--- src/rtl/sig_pair_extract_pkg.sv ---
// Shared definitions for the left/right edge-pair extractor: direction codes,
// side indices, pairing decisions and drop reasons.
package sig_extract_pkg;

  localparam logic DIR_LTR = 1'b0;
  localparam logic DIR_RTL = 1'b1;

  localparam int SIDE_L = 0;
  localparam int SIDE_R = 1;

  typedef enum logic [1:0] {
    DROP_OVF,
    DROP_ORDER,
    DROP_WINDOW
  } drop_reason_e;

  typedef enum logic [1:0] {
    DEC_NONE,
    DEC_ORDER,
    DEC_WINDOW,
    DEC_PAIR
  } decision_e;

  // In LTR the left side takes rising edges and the right side falling ones;
  // RTL swaps the roles.
  function automatic logic edge_qualifies(input logic dir, input int side,
                                          input logic rise, input logic fall);
    if ((side == SIDE_L) == (dir == DIR_LTR)) return rise;
    return fall;
  endfunction

endpackage

--- src/rtl/sig_pair_extract_if.sv ---
// Valid/ready stream carrying one left/right timestamp pair per transfer.
interface sig_pair_extract_if #(
  parameter int TW = 32
);
  logic          out_valid;
  logic          out_ready;
  logic [TW-1:0] left_time;
  logic [TW-1:0] right_time;

  modport master (output out_valid, left_time, right_time, input out_ready);
  modport slave  (input out_valid, left_time, right_time, output out_ready);
endinterface

--- src/rtl/sig_cand_fifo.sv ---
// Small synchronous candidate FIFO with combinational head so the pairing
// logic can decide on the oldest entry in the cycle after it was written.
module sig_cand_fifo #(
  parameter int TW    = 32,
  parameter int DEPTH = 4
) (
  input  logic          clk,
  input  logic          reset_n,
  input  logic          flush,
  input  logic          push,
  input  logic          pop,
  input  logic [TW-1:0] din,
  output logic [TW-1:0] head,
  output logic          empty,
  output logic          full
);

  localparam int AW = (DEPTH > 1) ? $clog2(DEPTH) : 1;

  logic [TW-1:0] mem [DEPTH];
  logic [AW-1:0] wr_ptr_reg;
  logic [AW-1:0] rd_ptr_reg;
  logic [AW:0]   count_reg;

  always_ff @(posedge clk) begin
    if (!reset_n || flush) begin
      wr_ptr_reg <= '0;
      rd_ptr_reg <= '0;
      count_reg  <= '0;
    end else begin
      if (push) wr_ptr_reg <= wr_ptr_reg + 1'b1;
      if (pop)  rd_ptr_reg <= rd_ptr_reg + 1'b1;
      count_reg <= count_reg + {{AW{1'b0}}, push} - {{AW{1'b0}}, pop};
    end
  end

  // Storage needs no reset; occupancy is tracked solely by count_reg.
  always_ff @(posedge clk) begin
    if (push) mem[wr_ptr_reg] <= din;
  end

  assign head  = mem[rd_ptr_reg];
  assign empty = (count_reg == '0);
  assign full  = (count_reg == (AW+1)'(DEPTH));

endmodule

--- src/rtl/sig_pair_extract.sv ---
// Qualifies left/right edge timestamps against the armed split-sync time,
// queues them per side and pairs lead/lag edges onto a valid/ready stream.
module sig_pair_extract
  import sig_extract_pkg::*;
#(
  parameter int TW     = 32,
  parameter int DEPTH  = 4,
  parameter int MAX_DT = 0,
  parameter int CW     = 16
) (
  input  logic          clk,
  input  logic          reset_n,
  input  logic          sync_load,
  input  logic [TW-1:0] sync_time,
  input  logic          dir,
  input  logic [TW-1:0] sig_time_L,
  input  logic          sig_rise_L,
  input  logic          sig_fall_L,
  input  logic [TW-1:0] sig_time_R,
  input  logic          sig_rise_R,
  input  logic          sig_fall_R,
  sig_pair_extract_if.master pair,
  output logic [CW-1:0] drop_ovf,
  output logic [CW-1:0] drop_order,
  output logic [CW-1:0] drop_window,
  output logic          armed
);

  logic [TW-1:0] sync_time_reg;
  logic          dir_reg;
  logic          armed_reg;

  logic          out_valid_reg;
  logic [TW-1:0] left_time_reg;
  logic [TW-1:0] right_time_reg;

  logic [CW-1:0] drop_ovf_reg;
  logic [CW-1:0] drop_order_reg;
  logic [CW-1:0] drop_window_reg;

  logic [TW-1:0] side_time [2];
  logic [1:0]    side_rise;
  logic [1:0]    side_fall;
  logic [1:0]    qual;
  logic [1:0]    push;
  logic [1:0]    pop;
  logic [1:0]    lost;
  logic [1:0]    full;
  logic [1:0]    empty;
  logic [TW-1:0] head [2];

  logic          lead_idx;
  logic          lag_idx;
  logic [TW-1:0] lead_head;
  logic [TW-1:0] lag_head;
  logic          slot_free;
  decision_e     decision;
  logic [1:0]    ovf_inc;

  assign side_time[SIDE_L] = sig_time_L;
  assign side_time[SIDE_R] = sig_time_R;
  assign side_rise = {sig_rise_R, sig_rise_L};
  assign side_fall = {sig_fall_R, sig_fall_L};

  genvar gi;
  generate
    for (gi = 0; gi < 2; gi++) begin : g_side
      assign qual[gi] = armed_reg && !sync_load
                      && edge_qualifies(dir_reg, gi, side_rise[gi], side_fall[gi])
                      && (side_time[gi] > sync_time_reg);
      // A full FIFO still accepts a push when its head leaves in the same cycle.
      assign push[gi] = qual[gi] && (!full[gi] || pop[gi]);
      assign lost[gi] = qual[gi] && full[gi] && !pop[gi];

      sig_cand_fifo #(
        .TW    (TW),
        .DEPTH (DEPTH)
      ) u_fifo (
        .clk     (clk),
        .reset_n (reset_n),
        .flush   (sync_load),
        .push    (push[gi]),
        .pop     (pop[gi]),
        .din     (side_time[gi]),
        .head    (head[gi]),
        .empty   (empty[gi]),
        .full    (full[gi])
      );
    end
  endgenerate

  assign lead_idx  = (dir_reg == DIR_LTR) ? 1'(SIDE_R) : 1'(SIDE_L);
  assign lag_idx   = ~lead_idx;
  assign lead_head = head[lead_idx];
  assign lag_head  = head[lag_idx];
  assign slot_free = !out_valid_reg || pair.out_ready;

  always_comb begin
    decision = DEC_NONE;
    pop      = '0;
    if (!sync_load && !empty[0] && !empty[1] && slot_free) begin
      if (lag_head <= lead_head) begin
        decision     = DEC_ORDER;
        pop[lag_idx] = 1'b1;
      end else if (MAX_DT != 0 && (lag_head - lead_head) > TW'(MAX_DT)) begin
        decision      = DEC_WINDOW;
        pop[lead_idx] = 1'b1;
      end else begin
        decision = DEC_PAIR;
        pop      = 2'b11;
      end
    end
  end

  always_ff @(posedge clk) begin
    if (!reset_n) begin
      sync_time_reg <= '0;
      dir_reg       <= DIR_LTR;
      armed_reg     <= 1'b0;
    end else if (sync_load) begin
      sync_time_reg <= sync_time;
      dir_reg       <= dir;
      armed_reg     <= 1'b1;
    end
  end

  always_ff @(posedge clk) begin
    if (!reset_n) begin
      out_valid_reg  <= 1'b0;
      left_time_reg  <= '0;
      right_time_reg <= '0;
    end else if (decision == DEC_PAIR) begin
      out_valid_reg  <= 1'b1;
      left_time_reg  <= head[SIDE_L];
      right_time_reg <= head[SIDE_R];
    end else if (pair.out_ready) begin
      out_valid_reg <= 1'b0;
    end
  end

  function automatic logic [CW-1:0] sat_add(input logic [CW-1:0] c, input logic [1:0] inc);
    logic [CW:0] sum;
    sum = {1'b0, c} + {{(CW-1){1'b0}}, inc};
    return sum[CW] ? {CW{1'b1}} : sum[CW-1:0];
  endfunction

  // Both sides can overflow in the same cycle.
  assign ovf_inc = {1'b0, lost[0]} + {1'b0, lost[1]};

  always_ff @(posedge clk) begin
    if (!reset_n) begin
      drop_ovf_reg    <= '0;
      drop_order_reg  <= '0;
      drop_window_reg <= '0;
    end else begin
      drop_ovf_reg    <= sat_add(drop_ovf_reg, ovf_inc);
      drop_order_reg  <= sat_add(drop_order_reg, {1'b0, decision == DEC_ORDER});
      drop_window_reg <= sat_add(drop_window_reg, {1'b0, decision == DEC_WINDOW});
    end
  end

  assign pair.out_valid  = out_valid_reg;
  assign pair.left_time  = left_time_reg;
  assign pair.right_time = right_time_reg;
  assign drop_ovf        = drop_ovf_reg;
  assign drop_order      = drop_order_reg;
  assign drop_window     = drop_window_reg;
  assign armed           = armed_reg;

endmodule

--- src/flat_wrapper.sv ---
// flat-port wrapper written by rule: the top's interface ports become plain ports
module sig_pair_extract_flat import sig_extract_pkg::*;
#(
  parameter int TW     = 32,
  parameter int DEPTH  = 4,
  parameter int MAX_DT = 0,
  parameter int CW     = 16
)
  (clk, reset_n, sync_load, sync_time, dir, sig_time_L, sig_rise_L, sig_fall_L, sig_time_R, sig_rise_R, sig_fall_R, drop_ovf, drop_order, drop_window, armed, pair_out_valid, pair_left_time, pair_right_time, pair_out_ready);
  sig_pair_extract_if #(.TW(TW)) pair_i ();
  input  logic clk;
  input  logic reset_n;
  input  logic sync_load;
  input  logic [TW-1:0] sync_time;
  input  logic dir;
  input  logic [TW-1:0] sig_time_L;
  input  logic sig_rise_L;
  input  logic sig_fall_L;
  input  logic [TW-1:0] sig_time_R;
  input  logic sig_rise_R;
  input  logic sig_fall_R;
  output logic [CW-1:0] drop_ovf;
  output logic [CW-1:0] drop_order;
  output logic [CW-1:0] drop_window;
  output logic armed;
  output wire logic [$bits(pair_i.out_valid)-1:0] pair_out_valid;
  output wire logic [$bits(pair_i.left_time)-1:0] pair_left_time;
  output wire logic [$bits(pair_i.right_time)-1:0] pair_right_time;
  input wire logic [$bits(pair_i.out_ready)-1:0] pair_out_ready;
  assign pair_out_valid = pair_i.out_valid;
  assign pair_left_time = pair_i.left_time;
  assign pair_right_time = pair_i.right_time;
  assign pair_i.out_ready = pair_out_ready;
  sig_pair_extract #(.TW(TW), .DEPTH(DEPTH), .MAX_DT(MAX_DT), .CW(CW)) u_core (.clk(clk), .reset_n(reset_n), .sync_load(sync_load), .sync_time(sync_time), .dir(dir), .sig_time_L(sig_time_L), .sig_rise_L(sig_rise_L), .sig_fall_L(sig_fall_L), .sig_time_R(sig_time_R), .sig_rise_R(sig_rise_R), .sig_fall_R(sig_fall_R), .pair(pair_i), .drop_ovf(drop_ovf), .drop_order(drop_order), .drop_window(drop_window), .armed(armed));
endmodule
--- config.mk ---
export PLATFORM = sky130hd
export DESIGN_NAME = sig_pair_extract_flat
export DESIGN_NICKNAME = d
export VERILOG_FILES = /design/src/rtl/sig_pair_extract_pkg.sv /design/src/rtl/sig_pair_extract_if.sv /design/src/rtl/sig_cand_fifo.sv /design/src/rtl/sig_pair_extract.sv /design/src/flat_wrapper.sv
export SDC_FILE = /design/constraint.sdc
export NUM_CORES = 1
export LEC_CHECK = 0
export CAP_MARGIN = 10
export CORE_MARGIN = 10
export CORE_UTILIZATION = 35
export DETAILED_ROUTE_END_ITERATION = 10
export PLACE_DENSITY = 0.62
export SLEW_MARGIN = 20
export SYNTH_ARGS = -nofsm -noshare
export SYNTH_HDL_FRONTEND = slang
export SYNTH_SLANG_ARGS = --single-unit
--- constraint.sdc ---
create_clock -name clk -period 5.3 [get_ports clk]
set_clock_uncertainty 0.1 [all_clocks]
set_input_delay 1.06 -clock clk [delete_from_list [all_inputs] [get_ports clk]]
set_output_delay 1.06 -clock clk [all_outputs]
set_load 0.005 [all_outputs]
-- Word-level counts from Yosys, hierarchy flattened
Memories as Yosys holds them, arrays and structs flattened. A register that Yosys moved wholly into a read port is not among the register bits.
Cells that the tools add are included.
- equality and inequality tests: 5
- magnitude comparators: 7
- mux-type cells: 30
- $add $sub $neg: 12
- bitwise operators: 2
- reduce and logical (&&, ||, !) cells: 31
- operator list (kind ; number):
    two-way mux 32 bit ; 6
    greater-than comparator 32 bit ; 2
    two-way mux 16 bit ; 3
    adder 16 x 1 -> 17 bit ; 2
    less-or-equal comparator 32 bit ; 1
    adder 16 x 2 -> 17 bit ; 1
    two-way mux 2 bit ; 8
    logical AND 1 bit ; 15
    two-way mux 1 bit ; 12
    zero test 1 bit ; 9
    adder 2 x 1 -> 2 bit, second input constant ; 4
    adder 3 x 1 -> 3 bit ; 2
    equality test 3 bit, second input constant ; 2
    zero test 3 bit ; 2
    subtractor 3 x 1 -> 3 bit ; 2
    equality test 2 bit, second input constant ; 2
    greater-or-equal comparator 2 bit, second input constant ; 2
    logical OR 1 bit ; 4
    inverter 1 -> 2 bit ; 2
    adder 1 x 1 -> 2 bit ; 1
    equality test 2 x 1 -> 1 bit, second input constant ; 1
    less-than comparator 1 x 2 -> 1 bit, second input constant ; 1
    nonzero test 2 bit ; 1
    demux 1 bit (select 1 bit) ; 1
    greater-or-equal comparator 1 bit, second input constant ; 1
- memories kept: 2
- bits of input ports: 105
- output and inout port bits: 114
- word-level logic and storage cells: 104
- memory bits (writable): 256
- register bits after elaboration: 161
- memories (name ; depth ; width ; read ports ; clocked after Yosys merged registers in ; write ports ; RTL line ; source):
    u_core.g_side[0].u_fifo.mem ; 4 ; 32 ; 1 ; 1 ; 1 ; sig_cand_fifo.sv:20 ; logic [TW-1:0] mem [DEPTH];
    u_core.g_side[1].u_fifo.mem ; 4 ; 32 ; 1 ; 1 ; 1 ; sig_cand_fifo.sv:20 ;

-- Logic depth before layout (Yosys ltp)
- word-level depth: 13
- gate-level depth with buffers: 23
- gate-level depth less buffers: 20

-- Hierarchy
A second synthesis with hierarchy kept.
- cells, all modules: 1414
- area, all modules: 19152.1 sq um
- modules (own cells, without submodules) (module ; cells an instance ; sequential area each (sq um) ; instances ; area each (sq um)):
    sig_cand_fifo ; 213 ; 4023.9 ; 2 ; 5109.9
    sig_pair_extract ; 988 ; 2942.8 ; 1 ; 8932.3

-- Least setup slack after synthesis
No wires, ideal clock.
- kind: register -> register
- from: register (tool-made name)
- to: register u_core.drop_ovf_reg[10], in the netlist u_core.drop_ovf[10]
- required time: 5.130 ns
- setup time: 0.070 ns
- clock period less this slack: 5.706 ns
- setup slack: -0.406 ns
- arrival time: 5.535 ns
- path buffers: 3
- cell stages (with the launch flop): 23
- path through: dfxtp_1 clkbuf_1 buf_1 mux4_2 mux2_2 ha_1 nand4_1 nor4_2 a21o_1 a31oi_4 nor2_8 nand2_1 or3_1 fa_1 inv_1 ha_1 and3_1 nand3_1 nor2_1 inv_1 or3_1 clkbuf_1 a21oi_1
- RTL lines (element ; RTL line ; source):
    end signal: assignment ; sig_pair_extract.sv:156 ; drop_ovf_reg <= sat_add(drop_ovf_reg, ovf_inc);
    end: declaration ; sig_pair_extract.sv:37 ; logic [CW-1:0] drop_ovf_reg;

==> flow_summary.toml <==
[cts]
insertion_delay_ns = 0.59
clkSinkCount = 421
clockBufferDepth = 3
number_of_levels_in_the_clock_h_tree = 2
cts_root_buf = "clkbuf_16"
path_clk_slew_ns = 0.06
cts_buffers = 45
clock_tree_from_tritoncts = "yes"
cts_hold_buffers = 0

[logic_synthesis]
syn_area_mm2 = 0.0188
synth_ff_type = "edfxtp_1"
seq_area_frac_synth_pct = 58.5
synth.top_cells.by_area = "edfxtp_1 (41%), dfxtp_1 (18%), mux4_2 (7.7%)"
yosys_warnings = 0
ys_ff_latch = 421
synth_enable_flop_cells = 256
synthArstFlopShare_pct = 0
synthesized_area_divided_by_synthesized_cell_count_um2 = 13.8
synth.most_common_cell = "edfxtp_1"
synthesis.instances = 1359
synth_common_cells = "edfxtp_1 (256), dfxtp_1 (165), mux2i_1 (140), nor2_1 (127), ha_1 (113)"
synth_fp_nets = 1580
synth_largest_area_cell = "edfxtp_1"
synth.distinct_cells = 62
post-synth-top-area-fraction_pct = 40.9

[finish]
fillerInstances = 4536
top_register = "u_core.g_side.u_fifo.mem"
multi_input_comb_area_mm2 = 0.00774
largest_reg_flops = 256
post_route_cells_drive_above_1_share_pct = 22.7
postLayoutCoreUtil_pct = 47.6
layout.nets = 1964
footprint_of_the_flip_flops_and_latches_mm2 = 0.0110
postLayoutCellArea_mm2 = 0.0252
area_growth_syn_to_layout_pct = 33.9
finalNonFillerCells = 2469

[critical_path]
timing.rr.end = "u_core.drop_ovf[0]"
worstSetupEndpointType = "flop"
criticalPathCategory = "flop to flop"
max_stage_delay_ns = 0.57
critical_path.slowest_cell = "mux4_2"
worstPathRequired_ns = 5.70
cp_top_family = "simple AND/OR/NAND/NOR gates"
startpoint_type = "flop"
cp.buffers_inverters = 6
r2r_slack_ns = 0.17
crit_path_max_fanout = 7
crit_path_cell_trace = "buf_12 > buf_16 > buf_12 > mux4_2 > mux2_4 > ha_4 > nand4_1 > nor3_2 > a22oi_2 > a31oi_4 > nor2_8 > nand2_2 > or3_4 > fa_2 > inv_2 > ha_4 > and3_4 > nand3_4 > nor2_4 > inv_2 > or3_4 > buf_6 > a21oi_1"
critical_path_at_ns = 5.52
ff2ff_path_depth = 23

[route]
detail_route.drc_violations = 0
drc_violation_total_after_the_first_tritonroute_iteration = 711
vias = 12419
drt-total-wl_um = 50300
ant_nets = 0
wire_per_inst_um = 20.4
firstDrtPassIters = 5
route.detailed.vias_per_inst = 5.03

[place]
io_buffers = 218
place.detailed.instances = 2368
preCtsSetupSlack_ns = -0.750
post-dp-hpwl_um = 37400
placed_cell_area_mm2 = 0.0230
place_congestion = 0.857

[timing]
tightest_slew_ns = 1.02
maxSlewHeadroom_pct = 31.7
final_min_period_over_clock_period_pct = 96.8
final-setup-viol-count = 0
slew_viol_final = 0
fin_worst_setup_slack_ns = 0.171
fin_crit_ns = 5.13
fmaxAchievable_ghz = 0.195
hold_viol = 0

[min_path]
min_from = "u_core.g_side[0].u_fifo.rd_ptr_reg[1]"
whs_path_depth = 2
min-delay-path-class = "flop to flop"

[pwr]
power.leakage_nw = 9.39
ir_worst_vdd_mv = 0.248
power_per_cell_area_mw_per_mm2 = 292

[floorplanning]
placementRows = 84
chipHeight_um = 252
coreArea_mm2 = 0.0529
die_x_extent_um = 252
dieArea_mm2 = 0.0633
floorplan.io_pins = 219
initial_core_util_pct = 35.5

[global_routing]
grt_antenna_before_repair = 6
grt_first_pass_wirelength_um = 75100
grt_util_all_layers_pct = 15.4
maximum_number_of_pins_on_one_net_before_global_route_repair = 92
grt.overflow.total = 0
vias_in_the_first_global_route = 12626

[run_status]
status = "completed"

[job]
max_cap_viol = 0
[per-layer routing]
metal | GRT usage [%] | vias up | routed length (µm)
met2 | 24.3 | 312 | 23200
li1 | - | 5883 | -
met5 | 0 | - | 49
met4 | 6.23 | 8 | 1670
met1 | 20.3 | 6126 | 22400
met3 | 3.34 | 90 | 3010
[stage by stage]
| stage | setup TNS (ns) | hold WS (ns) | total power, mW |
|---|---|---|---|
| after floorplan | 0 | 0.346 | 3.82 |
| after global placement | -9.53 | 0.359 | 4.08 |
| after detailed placement | -11.18 | 0.376 | 4.10 |
| after CTS | 0 | 0.384 | 7.41 |
| after global routing | -0.180 | 0.410 | 7.62 |
| final | 0 | 0.385 | 7.36 |
[how the worst max path moves through the flow]
stage	cells past startpoint	to	slack, ns
after floorplan	22	u_core.drop_ovf[10]	0.02
after global placement	19	u_core.drop_ovf[1]	-0.64
after detailed placement	19	u_core.drop_ovf[5]	-0.75
after CTS	24	u_core.drop_ovf[1]	0.02
after global routing	23	u_core.drop_ovf[0]	-0.03
final	23	u_core.drop_ovf[0]	0.17
[cell families (layout without fill, tap and decap cells)]
logic type                 count (synthesis)  count (layout)  share of synthesized area [%]
and+or+nand+nor                          307             307                           7.98
xor gates and xnor gates                  35              35                           1.63
buffers and inverters                    109             529                           2.40
DFF                                      421             421                           58.5
muxes                                    237             237                           17.1
AOI/OAI and AO/OA                        133             133                           4.51
adders and majority gates                116             116                           7.85
other                                      1               3                         0.0200
[cell usage in the layout, fill, tap and decap left out, types with 17 or more instances in the layout]
master	Yosys	routed
ha_4	0	17
mux2i_1	140	137
xor2_1	18	18
clkdlybuf4s50_1	0	217
buf_4	4	149
ha_1	113	96
nor2_1	127	125
a21oi_1	67	64
buf_12	0	17
nand4_1	24	24
mux4_2	64	64
clkbuf_16	0	48
xnor2_1	17	17
nor3_1	18	17
dfxtp_1	165	162
mux2_2	33	22
nand3_1	28	27
inv_1	55	52
edfxtp_1	256	256
nand2_1	47	46
[timing repair]
action / in CTS / in global routing
gates resized for setup: 32 / 41
pin swaps: 10 / 14
cloned: 2 / 1
endpoints found under the setup margin: 16 / 30
setup buffers: 8 / 6
[report_power, final]
part           switching, mW  leakage, nW  internal (mW)
Combinational          0.268         4.98          0.269
Clock                   1.32        0.766           1.98
Sequential            0.0192         3.64           3.50
Total                   1.61         9.39           5.75
[cell type report]
type / instances / area share [%]
flip-flops and latches: 421 / 43.7
multi-input cells: 829 / 30.8
repair buffers: 391 / 15.0
clock buffers: 63 / 5.19
well taps: 688 / 3.42
clock inverters: 20 / 1.06
inverters: 55 / 0.831
diodes: 2 / 0.0199
[worst reg2reg max path, cell delays in order (launching register included)]
cell	delay (ns)
dfxtp_4	0.37
buf_12	0.15
buf_16	0.14
buf_12	0.14
mux4_2	0.58
mux2_4	0.31
ha_4	0.25
nand4_1	0.24
nor3_2	0.10
a22oi_2	0.28
a31oi_4	0.16
nor2_8	0.13
nand2_2	0.06
or3_4	0.33
fa_2	0.39
inv_2	0.09
ha_4	0.12
and3_4	0.20
nand3_4	0.09
nor2_4	0.14
inv_2	0.04
or3_4	0.34
buf_6	0.15
a21oi_1	0.13
Note: power is estimated with default switching activity, not from simulation.
